$ cat src/rtl/bist_session_ctrl_pkg.sv
// bist_session_ctrl_pkg: shared defaults, session state encoding and sizing helper
package bist_session_ctrl_pkg;
  localparam int DEF_WIDTH = 8;
  localparam int DEF_CNT_W = 8;
  localparam int DEF_PATTERNS = 255;
  localparam int DEF_FLUSH_CYC = 2;
  typedef enum logic [2:0] {
    S_IDLE    = 3'd0,
    S_INIT    = 3'd1,
    S_RUN     = 3'd2,
    S_FLUSH   = 3'd3,
    S_COMPARE = 3'd4,
    S_DONE    = 3'd5
  } state_e;
  function automatic int cnt_w(input int n);
    return n > 1 ? $clog2(n) : 1;
  endfunction
endpackage

$ cat src/rtl/bist_session_ctrl_if.sv
// bist_session_ctrl_if: session control/status bundle between a BIST owner and the sequencer
interface bist_session_ctrl_if #(
  parameter int WIDTH = 8,
  parameter int CNT_W = 8
);
  logic             start;
  logic [WIDTH-1:0] golden;
  logic             cut_busy;
  logic [WIDTH-1:0] misr_sig;
  logic             lfsr_load;
  logic             lfsr_en;
  logic             misr_clr;
  logic             misr_en;
  logic [CNT_W-1:0] pat_cnt;
  logic             busy;
  logic             done;
  logic             pass;
  logic [WIDTH-1:0] sig_out;
  modport master (
    output start, golden, cut_busy, misr_sig,
    input  lfsr_load, lfsr_en, misr_clr, misr_en, pat_cnt, busy, done, pass, sig_out
  );
  modport slave (
    input  start, golden, cut_busy, misr_sig,
    output lfsr_load, lfsr_en, misr_clr, misr_en, pat_cnt, busy, done, pass, sig_out
  );
endinterface

$ cat src/rtl/bist_session_ctrl_pattern_cnt.sv
// bist_pattern_cnt: accepted-vector counter with terminal flag on the last vector of a session
module bist_pattern_cnt #(
  parameter int CNT_W = 8,
  parameter int PATTERNS = 255
) (
  input  logic             clock,
  input  logic             rst,
  input  logic             clr,
  input  logic             inc,
  output logic [CNT_W-1:0] cnt,
  output logic             tc
);
  localparam logic [CNT_W-1:0] LAST = CNT_W'(PATTERNS - 1);
  logic [CNT_W-1:0] cnt_q, cnt_d;
  always_comb cnt_d = clr ? '0 : inc ? cnt_q + CNT_W'(1) : cnt_q;
  always_ff @(posedge clock or negedge rst)
    if (!rst) cnt_q <= '0;
    else cnt_q <= cnt_d;
  assign cnt = cnt_q;
  assign tc = (PATTERNS != 0) && (cnt_q == LAST);
endmodule

$ cat src/rtl/bist_session_ctrl.sv
// bist_session_ctrl: sequences seed, pattern run, MISR flush and signature compare for one BIST session
module bist_session_ctrl
  import bist_session_ctrl_pkg::*;
#(
  parameter int WIDTH = DEF_WIDTH,
  parameter int CNT_W = DEF_CNT_W,
  parameter int PATTERNS = DEF_PATTERNS,
  parameter int FLUSH_CYC = DEF_FLUSH_CYC
) (
  input logic clock,
  input logic rst,
  bist_session_ctrl_if.slave bus
);
  localparam int FL_W = cnt_w(FLUSH_CYC);
  localparam state_e AFTER_RUN = (FLUSH_CYC == 0) ? S_COMPARE : S_FLUSH;
  localparam state_e AFTER_INIT = (PATTERNS == 0) ? AFTER_RUN : S_RUN;
  state_e           state_q, state_d;
  logic [FL_W-1:0]  fl_q, fl_d;
  logic             pass_q, pass_d;
  logic [WIDTH-1:0] sig_q, sig_d;
  logic [CNT_W-1:0] cnt;
  logic             tc;
  logic             accept;
  assign accept = (state_q == S_RUN) && !bus.cut_busy;
  always_comb begin
    state_d = state_q;
    fl_d = '0;
    pass_d = pass_q;
    sig_d = sig_q;
    unique case (state_q)
      S_IDLE, S_DONE: if (bus.start) begin
        state_d = S_INIT;
        pass_d = 1'b0;
      end
      S_INIT: state_d = AFTER_INIT;
      S_RUN: if (accept && tc) state_d = AFTER_RUN;
      S_FLUSH: begin
        fl_d = fl_q + FL_W'(1);
        if (fl_q == FL_W'(FLUSH_CYC - 1)) state_d = S_COMPARE;
      end
      S_COMPARE: begin
        state_d = S_DONE;
        sig_d = bus.misr_sig;
        pass_d = bus.misr_sig == bus.golden;
      end
      default: state_d = S_IDLE;
    endcase
  end
  always_ff @(posedge clock or negedge rst)
    if (!rst) begin
      state_q <= S_IDLE;
      fl_q <= '0;
      pass_q <= 1'b0;
      sig_q <= '0;
    end else begin
      state_q <= state_d;
      fl_q <= fl_d;
      pass_q <= pass_d;
      sig_q <= sig_d;
    end
  bist_pattern_cnt #(.CNT_W(CNT_W), .PATTERNS(PATTERNS)) u_cnt (
    .clock(clock),
    .rst(rst),
    .clr(state_q == S_INIT),
    .inc(accept),
    .cnt(cnt),
    .tc(tc)
  );
  // Enables are a Moore decode; only RUN is gated by the CUT stall
  assign bus.lfsr_load = state_q == S_INIT;
  assign bus.misr_clr = state_q == S_INIT;
  assign bus.lfsr_en = accept;
  assign bus.misr_en = accept || (state_q == S_FLUSH);
  assign bus.pat_cnt = cnt;
  assign bus.busy = state_q inside {S_INIT, S_RUN, S_FLUSH, S_COMPARE};
  assign bus.done = state_q == S_DONE;
  assign bus.pass = pass_q;
  assign bus.sig_out = sig_q;
endmodule
$ cat src/flat_wrapper.sv
// flat-port wrapper written by rule: the top's interface ports become plain ports
module bist_session_ctrl_flat import bist_session_ctrl_pkg::*;
#(
  parameter int WIDTH = DEF_WIDTH,
  parameter int CNT_W = DEF_CNT_W,
  parameter int PATTERNS = DEF_PATTERNS,
  parameter int FLUSH_CYC = DEF_FLUSH_CYC
)
  (clock, rst, bus_start, bus_golden, bus_cut_busy, bus_misr_sig, bus_lfsr_load, bus_lfsr_en, bus_misr_clr, bus_misr_en, bus_pat_cnt, bus_busy, bus_done, bus_pass, bus_sig_out);
  bist_session_ctrl_if #(.WIDTH(WIDTH), .CNT_W(CNT_W)) bus_i ();
  input logic clock;
  input logic rst;
  input wire logic [$bits(bus_i.start)-1:0] bus_start;
  input wire logic [$bits(bus_i.golden)-1:0] bus_golden;
  input wire logic [$bits(bus_i.cut_busy)-1:0] bus_cut_busy;
  input wire logic [$bits(bus_i.misr_sig)-1:0] bus_misr_sig;
  output wire logic [$bits(bus_i.lfsr_load)-1:0] bus_lfsr_load;
  output wire logic [$bits(bus_i.lfsr_en)-1:0] bus_lfsr_en;
  output wire logic [$bits(bus_i.misr_clr)-1:0] bus_misr_clr;
  output wire logic [$bits(bus_i.misr_en)-1:0] bus_misr_en;
  output wire logic [$bits(bus_i.pat_cnt)-1:0] bus_pat_cnt;
  output wire logic [$bits(bus_i.busy)-1:0] bus_busy;
  output wire logic [$bits(bus_i.done)-1:0] bus_done;
  output wire logic [$bits(bus_i.pass)-1:0] bus_pass;
  output wire logic [$bits(bus_i.sig_out)-1:0] bus_sig_out;
  assign bus_i.start = bus_start;
  assign bus_i.golden = bus_golden;
  assign bus_i.cut_busy = bus_cut_busy;
  assign bus_i.misr_sig = bus_misr_sig;
  assign bus_lfsr_load = bus_i.lfsr_load;
  assign bus_lfsr_en = bus_i.lfsr_en;
  assign bus_misr_clr = bus_i.misr_clr;
  assign bus_misr_en = bus_i.misr_en;
  assign bus_pat_cnt = bus_i.pat_cnt;
  assign bus_busy = bus_i.busy;
  assign bus_done = bus_i.done;
  assign bus_pass = bus_i.pass;
  assign bus_sig_out = bus_i.sig_out;
  bist_session_ctrl #(.WIDTH(WIDTH), .CNT_W(CNT_W), .PATTERNS(PATTERNS), .FLUSH_CYC(FLUSH_CYC)) u_core (.clock(clock), .rst(rst), .bus(bus_i));
endmodule
$ cat config.mk
export PLATFORM = sky130hd
export DESIGN_NAME = bist_session_ctrl_flat
export DESIGN_NICKNAME = d
export VERILOG_FILES = /design/src/rtl/bist_session_ctrl_pkg.sv /design/src/rtl/bist_session_ctrl_if.sv /design/src/rtl/bist_session_ctrl_pattern_cnt.sv /design/src/rtl/bist_session_ctrl.sv /design/src/flat_wrapper.sv
export SDC_FILE = /design/constraint.sdc
export NUM_CORES = 1
export LEC_CHECK = 0
export ABC_AREA = 1
export CORE_UTILIZATION = 48
export DETAILED_ROUTE_END_ITERATION = 10
export GPL_ROUTABILITY_DRIVEN = 1
export PLACE_DENSITY = 0.84
export SYNTH_ARGS = -nofsm -noshare
export SYNTH_HDL_FRONTEND = slang
export SYNTH_SLANG_ARGS = --single-unit
$ cat constraint.sdc
create_clock -name clock -period 4.1 [get_ports clock]
set_clock_uncertainty 0.2 [all_clocks]
set_input_delay 0.82 -clock clock [delete_from_list [all_inputs] [get_ports clock]]
set_output_delay 0.82 -clock clock [all_outputs]
set_load 0.005 [all_outputs]
==> summary.md, run 1 <==
| Metric | Value |
|---|---|
| Starting Density | `53.32%` |
| RePlAce Congestion | `0.7790` |
| Min-Delay Endpoint | `u_core.bus.sig_out[4]$_DFFE_PN0P_` |
| Largest stage delay on the critical path | `0.54 ns` |
| Most common cell in the netlist | `nand2_1` |
| Commonest cells in the netlist | `nand2_1 (62), inv_1 (26), dfrtp_1 (21)` |
| Dpl ws | `1.022 ns` |
| Clock sinks | `21` |
| Initial antenna violation count | `0` |
| Max-slew violation count | `0` |
| Final Cycle Share | `75.11%` |
| Worst hold path type | `flop to flop` |
| Row cnt | `17` |
| Largest net degree at the start of global routing | `22` |
| Worst r2r src | `u_core.state_q[1]$_DFFE_PN0P_` |
| Root buffer cell | `clkbuf_4` |
| CTS tree | `done` |
| Hold Slack | `0.2985 ns` |
| Status | `completed` |
| Share of the synthesized area in the top cell type | `42.90%` |
| Critical setup path kind | `input port to output pin` |
| RR Endpoint | `u_core.bus.pass$_DFFE_PN0P_` |
| Cell mode on critical path | `clkdlybuf4s50_1` |
| DR vias | `1238` |
| Port-buffer cells | `42` |
| Crit start category | `input port` |
| Vias in the first global route | `1235` |
| First-pass DRT Iterations | `4` |
| Worst Path Max Fanout | `9` |
| Ordered cell list for the critical path | `clkdlybuf4s50_1, nor2_4, clkdlybuf4s50_1` |
| Min cycle time layout | `3.079 ns` |
| Clock tree buffer depth | `2` |
| Share of cells above drive strength 1 | `6.542%` |
| Synth Cell Area | `1225 µm²` |
| Syn-to-layout area delta | `38.30%` |
| Hold depth | `2` |
| Mapped Avg Cell Area | `7.205 µm²` |
| Post-route ant nets | `0` |
| GRT Util Overall | `23.77%` |
| Clk pin slew, worst setup/hold paths | `0.11 ns` |
| Max-Cap Viols | `0` |
| Resize count post-CTS | `0` |
| Seq/Total Area, Yosys | `42.90%` |
| Endpoints failing setup | `0` |
| Setup ws final | `1.021 ns` |
| Final TNS setup | `0 ns` |
| Core area | `2297 µm²` |
| Rel. slew slack | `39.96%` |
| Fmax | `324.7 MHz` |
| Post-synth cell types | `19` |
| Worst reg-to-reg setup slack | `2.55 ns` |
| Post-Syn Nets | `192` |
| M1 wire length | `1.176 mm` |
| Die width | `52.52 µm` |
| Skew-Pair Late Insertion Delay | `0.31 ns` |
| Residual DRC | `0` |
| Pwr Density | `510.5 nW/µm²` |
| Hold buffers post-CTS | `0` |
| Static leakage power | `0.8578 nW` |
| Syn. warnings | `0` |
| Highest metal used | `met4` |
| Worst endpoint required time | `3.08 ns` |
| Most used DFF post-synth | `dfrtp_1` |
| Metal2 WL | `1.445 mm` |
| Nature of the critical path endpoint | `output pin` |
| H-tree depth | `1` |
| RSZ-0062 raised after global routing | `false` |
| I/O pins | `43` |
| Yosys top cell by area | `dfrtp_1` |
| Wire length after detailed routing | `2.878 mm` |
| Worst reg2reg path depth | `7` |
| Chip Height | `52.52 µm` |
| FF+latch count, synth | `21` |
| Crit path DAT | `2.06 ns` |
| Worst Tran Pin Value | `0.8977 ns` |
| Via-to-Cell Ratio | `5.116` |
| Metal3 WL | `181 µm` |
| VDD IR max | `0.3614 mV` |
| Post-synth ARST share | `100.0%` |
| Post-Syn Instances | `170` |
| Setup repair bufs after CTS | `0` |
| Final Hold Fails | `0` |
| Finished Core Util | `73.75%` |
| Antenna diode count | `0` |
| Dpl hpwl | `2.273 mm` |
| Total CTS buffers | `3` |
| Area contributors post-synth | `dfrtp_1 (43%), nand2_1 (19%), inv_1 (8.0%), nand4_1 (6.1%), nand3_1 (3.7%)` |
| Die area | `2758 µm²` |
| EDFF count, synth | `0` |
| GR Overflow Total | `0` |
| Hold_sp | `u_core.bus.sig_out[4]$_DFFE_PN0P_` |
| Starting DRT DRC Count | `28` |
| Mean routed wirelength per cell | `11.89 µm` |
| NumNets Final | `237` |
| First-pass GRT wire length | `4.802 mm` |
| Crit-path slowest cell | `clkdlybuf4s50_1` |
-- stage by stage --
step,instances,cell area (µm²),power (W)
global placement,238,1668,0.0007560
floorplan,170,1225,0.0005518
detailed placement,238,1668,0.0007692
global route,242,1694,0.0009407
finish,242,1694,0.0008648
CTS,242,1694,0.0008710
-- worst max-delay path: cells and delay by family --
| family | cells | cell delay (ns) |
|---|---|---|
| and+or+nand+nor | 1 | 0.24 |
| buffers and inverters | 2 | 1.00 |
-- cell usage in the layout, fill, tap and decap left out, drive strengths merged --
| cell | netlist | final |
|---|---|---|
| nand2 | 66 | 66 |
| o21a | 1 | 1 |
| nand3 | 10 | 10 |
| clkdlybuf4s50 | 0 | 42 |
| xnor2 | 3 | 3 |
| dfrtp | 21 | 21 |
| nor2 | 10 | 10 |
| inv | 30 | 30 |
| clkbuf | 0 | 4 |
| a21oi | 2 | 2 |
| nand4 | 12 | 12 |
| o21ai | 11 | 11 |
| ha | 2 | 2 |
-- where the power goes --
group / internal (W) / switching [W] / leakage [nW]
combinational: 0.000226 / 0.000214 / 0.571
clock: 0.0000379 / 0.0000629 / 0.0150
sequential: 0.000271 / 0.0000529 / 0.272
-- worst max-delay path by stage --
stage	slack, ns	start	cells past startpoint	end
after floorplan	2.04	bus_cut_busy	3	bus_misr_en
after global placement	1.05	bus_cut_busy	5	bus_misr_en
after detailed placement	1.02	bus_cut_busy	3	bus_lfsr_en
after CTS	1.03	bus_cut_busy	3	bus_lfsr_en
after global routing	0.99	bus_cut_busy	3	bus_lfsr_en
final	1.02	bus_cut_busy	3	bus_lfsr_en
-- metal layers --
layer  vias to the layer above  track usage, %
li1                        621               -
met1                       561           25.23
met2                        48           44.94
met3                         8           4.638
met4                         0           9.649
met5                         -               0
-- flip-flops by register name (all words and copies together) (netlist names) --
register	cells
u_core.bus.sig_out	8
u_core.u_cnt.cnt	8
u_core.state_q	3
u_core.bus.pass	1
u_core.fl_q	1
-- final cells by class --
type                       instances  area, µm²
multi-input combinational        117      574.3
clock buffer                       4      26.28
timing repair buffer              42      420.4
inverter                          30      112.6
fill                             188      603.1
tap                               28      35.03
sequential                        21      525.5
-- cell families (layout without fill, tap and decap cells) --
family | count (synthesis) | in the layout | share of synthesized area, %
compound gates | 14 | 14 | 5.924
xor+xnor | 3 | 3 | 2.145
fa+ha+maj | 2 | 2 | 2.043
buf+inv | 32 | 76 | 10.21
flops | 21 | 21 | 42.90
simple gates | 98 | 98 | 36.77
(Power assumes the default switching activity.)
==> run 2: changes to the inputs <==
--- a/config.mk
+++ b/config.mk
@@ -6,10 +6,11 @@
 export NUM_CORES = 1
 export LEC_CHECK = 0
 export ABC_AREA = 1
-export CORE_UTILIZATION = 48
+export CORE_ASPECT_RATIO = 2
+export CORE_UTILIZATION = 40
 export DETAILED_ROUTE_END_ITERATION = 10
 export GPL_ROUTABILITY_DRIVEN = 1
-export PLACE_DENSITY = 0.84
+export PLACE_DENSITY = 0.75
 export SYNTH_ARGS = -nofsm -noshare
 export SYNTH_HDL_FRONTEND = slang
 export SYNTH_SLANG_ARGS = --single-unit
==> constraint.sdc (replaced) <==
create_clock -name clock -period 2.7 [get_ports clock]
set_clock_uncertainty 0.2 [all_clocks]
set_input_delay 0.54 -clock clock [delete_from_list [all_inputs] [get_ports clock]]
set_output_delay 0.54 -clock clock [all_outputs]
set_load 0.005 [all_outputs]
==> summary.md, run 2 (synthesis gave the netlist of run 1 again) <==
| Metric | Value |
|---|---|
| Pwr Density | `788.7 nW/µm²` |
| Crit start category | `input port` |
| Setup repair bufs after CTS | `0` |
| CP Launch Point | `bus_cut_busy` |
| DR vias | `1199` |
| Post-route ant nets | `0` |
| Initial antenna violation count | `0` |
| Max-slew violation count | `0` |
| H-tree depth | `1` |
| Critical setup path kind | `input port to output pin` |
| Die width | `41.13 µm` |
| Finished Core Util | `59.06%` |
| First-pass GRT wire length | `4.643 mm` |
| Core area | `2943 µm²` |
| Resize count post-CTS | `0` |
| Worst reg2reg path depth | `7` |
| Residual DRC | `0` |
| VDD IR max | `0.5177 mV` |
| Crit path depth | `5` |
| RSZ-0062 raised after global routing | `false` |
| NumNets Final | `240` |
| Status | `completed` |
| CP top delay family | `buffers and inverters` |
| Largest net degree at the start of global routing | `22` |
| Non-Filler Instances | `247` |
| Most common cell after layout, fill and taps aside | `nand2_1` |
| Row cnt | `28` |
| Final TNS setup | `0 ns` |
| Worst hold path type | `flop to flop` |
| Endpoints failing setup | `0` |
| Crit path to | `bus_misr_en` |
| Largest stage delay on the critical path | `0.50 ns` |
| Skew-Pair Late Insertion Delay | `0.25 ns` |
| CTS tree | `done` |
| Fillers | `287` |
| Placed cells | `243` |
| RePlAce Congestion | `0.8583` |
| GRT Util Overall | `19.90%` |
| FF/Latch Area | `525.5 µm²` |
| Total CTS buffers | `3` |
| Hold Slack | `0.2822 ns` |
| Min cycle time layout | `2.520 ns` |
| Chip Height | `80.26 µm` |
| Max-Cap Viols | `0` |
| GR Overflow Total | `0` |
| Starting Density | `41.62%` |
| Share of cells above drive strength 1 | `7.834%` |
| RR Endpoint | `u_core.u_cnt.cnt[5]$_DFFE_PN0P_` |
| CP bufs+invs | `3` |
| Root buffer cell | `clkbuf_8` |
| Worst Path Max Fanout | `3` |
| Dpl hpwl | `2.133 mm` |
| Clk pin slew, worst setup/hold paths | `0.08 ns` |
| Clock sinks | `21` |
| Port-buffer cells | `42` |
| Crit-path slowest cell | `clkdlybuf4s50_1` |
| Clock tree buffer depth | `2` |
| Fmax | `396.8 MHz` |
| I/O pins | `43` |
| Final Hold Fails | `0` |
| Worst Tran Pin Value | `0.2733 ns` |
| Area occupied by multi-input gates | `574.3 µm²` |
| Worst endpoint required time | `1.96 ns` |
| Syn-to-layout area delta | `41.88%` |
| Starting DRT DRC Count | `15` |
| Static leakage power | `0.8799 nW` |
| Antenna diode count | `0` |
| Die area | `3301 µm²` |
| Cell mode on critical path | `clkdlybuf4s50_1` |
| Nature of the critical path endpoint | `output pin` |
| Hold buffers post-CTS | `0` |
| Worst r2r src | `u_core.state_q[0]$_DFFE_PN0P_` |
| Via-to-Cell Ratio | `4.854` |
| Vias in the first global route | `1160` |
| Ordered cell list for the critical path | `clkdlybuf4s50_1, inv_1, nand2_4, nand2_1, clkdlybuf4s50_1` |
| Mean routed wirelength per cell | `10.83 µm` |
| Final Cycle Share | `93.33%` |
| Pwr Total | `0.001371 W` |
| Crit path DAT | `1.78 ns` |
| Wire length after detailed routing | `2.676 mm` |
| First-pass DRT Iterations | `4` |
| Rel. slew slack | `81.78%` |
| Worst reg-to-reg setup slack | `1.17 ns` |
| Most frequent cells in the layout | `nand2_1 (62), clkdlybuf4s50_1 (42), inv_1 (26), dfrtp_1 (21), nand4_1 (12)` |
[run 2: cell count changes in the layout (fill, tap and decap cells not counted), sizes merged]
cell  change
buf       +3
[run 2: metal layers]
| metal | vias to the layer above | GRT usage, % | share of wire (%) |
|---|---|---|---|
| met5 | - | 0 | 0 |
| met4 | 0 | 7.419 | 1.0 |
| met3 | 2 | 4.420 | 4.6 |
| met2 | 37 | 34.06 | 56 |
| met1 | 534 | 22.18 | 38 |
| li1 | 626 | - | - |
[run 2: through the flow]
step / setup WS, ns / area (µm²)
after detailed placement: 0.1958 / 1693
final: 0.1800 / 1738
after floorplan: 1.013 / 1225
after global placement: 0.2023 / 1693
after CTS: 0.1734 / 1738
after global routing: 0.1083 / 1738
[run 2: report_power, final]
group | leakage, nW | internal (W) | total (W) | switching [W]
combinational | 0.586 | 0.000351 | 0.000679 | 0.000328
clock | 0.0228 | 0.000105 | 0.000202 | 0.0000975
sequential | 0.272 | 0.000412 | 0.000489 | 0.0000772
total | 0.880 | 0.000868 | 0.00137 | 0.000503
[run 2: final cells by class]
class	instances	share of cell area [%]
Clock buffer	4	2.592
Inverter	30	6.479
Multi-Input combinational cell	117	33.05
Sequential cell	21	30.24
Tap cell	30	2.160
Timing Repair Buffer	45	25.49
[run 2: worst min-delay path by stage]
stage / start / to / slack, ns / cells after the start
final: u_core.bus.sig_out[0]$_DFFE_PN0P_ / u_core.bus.sig_out[0]$_DFFE_PN0P_ / 0.28 / 2
after global routing: u_core.bus.sig_out[4]$_DFFE_PN0P_ / u_core.bus.sig_out[4]$_DFFE_PN0P_ / 0.31 / 2
after CTS: u_core.bus.sig_out[1]$_DFFE_PN0P_ / u_core.bus.sig_out[1]$_DFFE_PN0P_ / 0.29 / 2
after detailed placement: u_core.bus.sig_out[1]$_DFFE_PN0P_ / u_core.bus.sig_out[1]$_DFFE_PN0P_ / 0.27 / 2
after global placement: u_core.bus.sig_out[1]$_DFFE_PN0P_ / u_core.bus.sig_out[1]$_DFFE_PN0P_ / 0.26 / 2
after floorplan: rst / u_core.bus.pass$_DFFE_PN0P_ / 0.04 / 0
[run 2: worst min-delay path, cell delays in order (launching register included)]
cell and delay, ns:
dfrtp_1 0.35, nand2_1 0.05, nand2_1 0.05
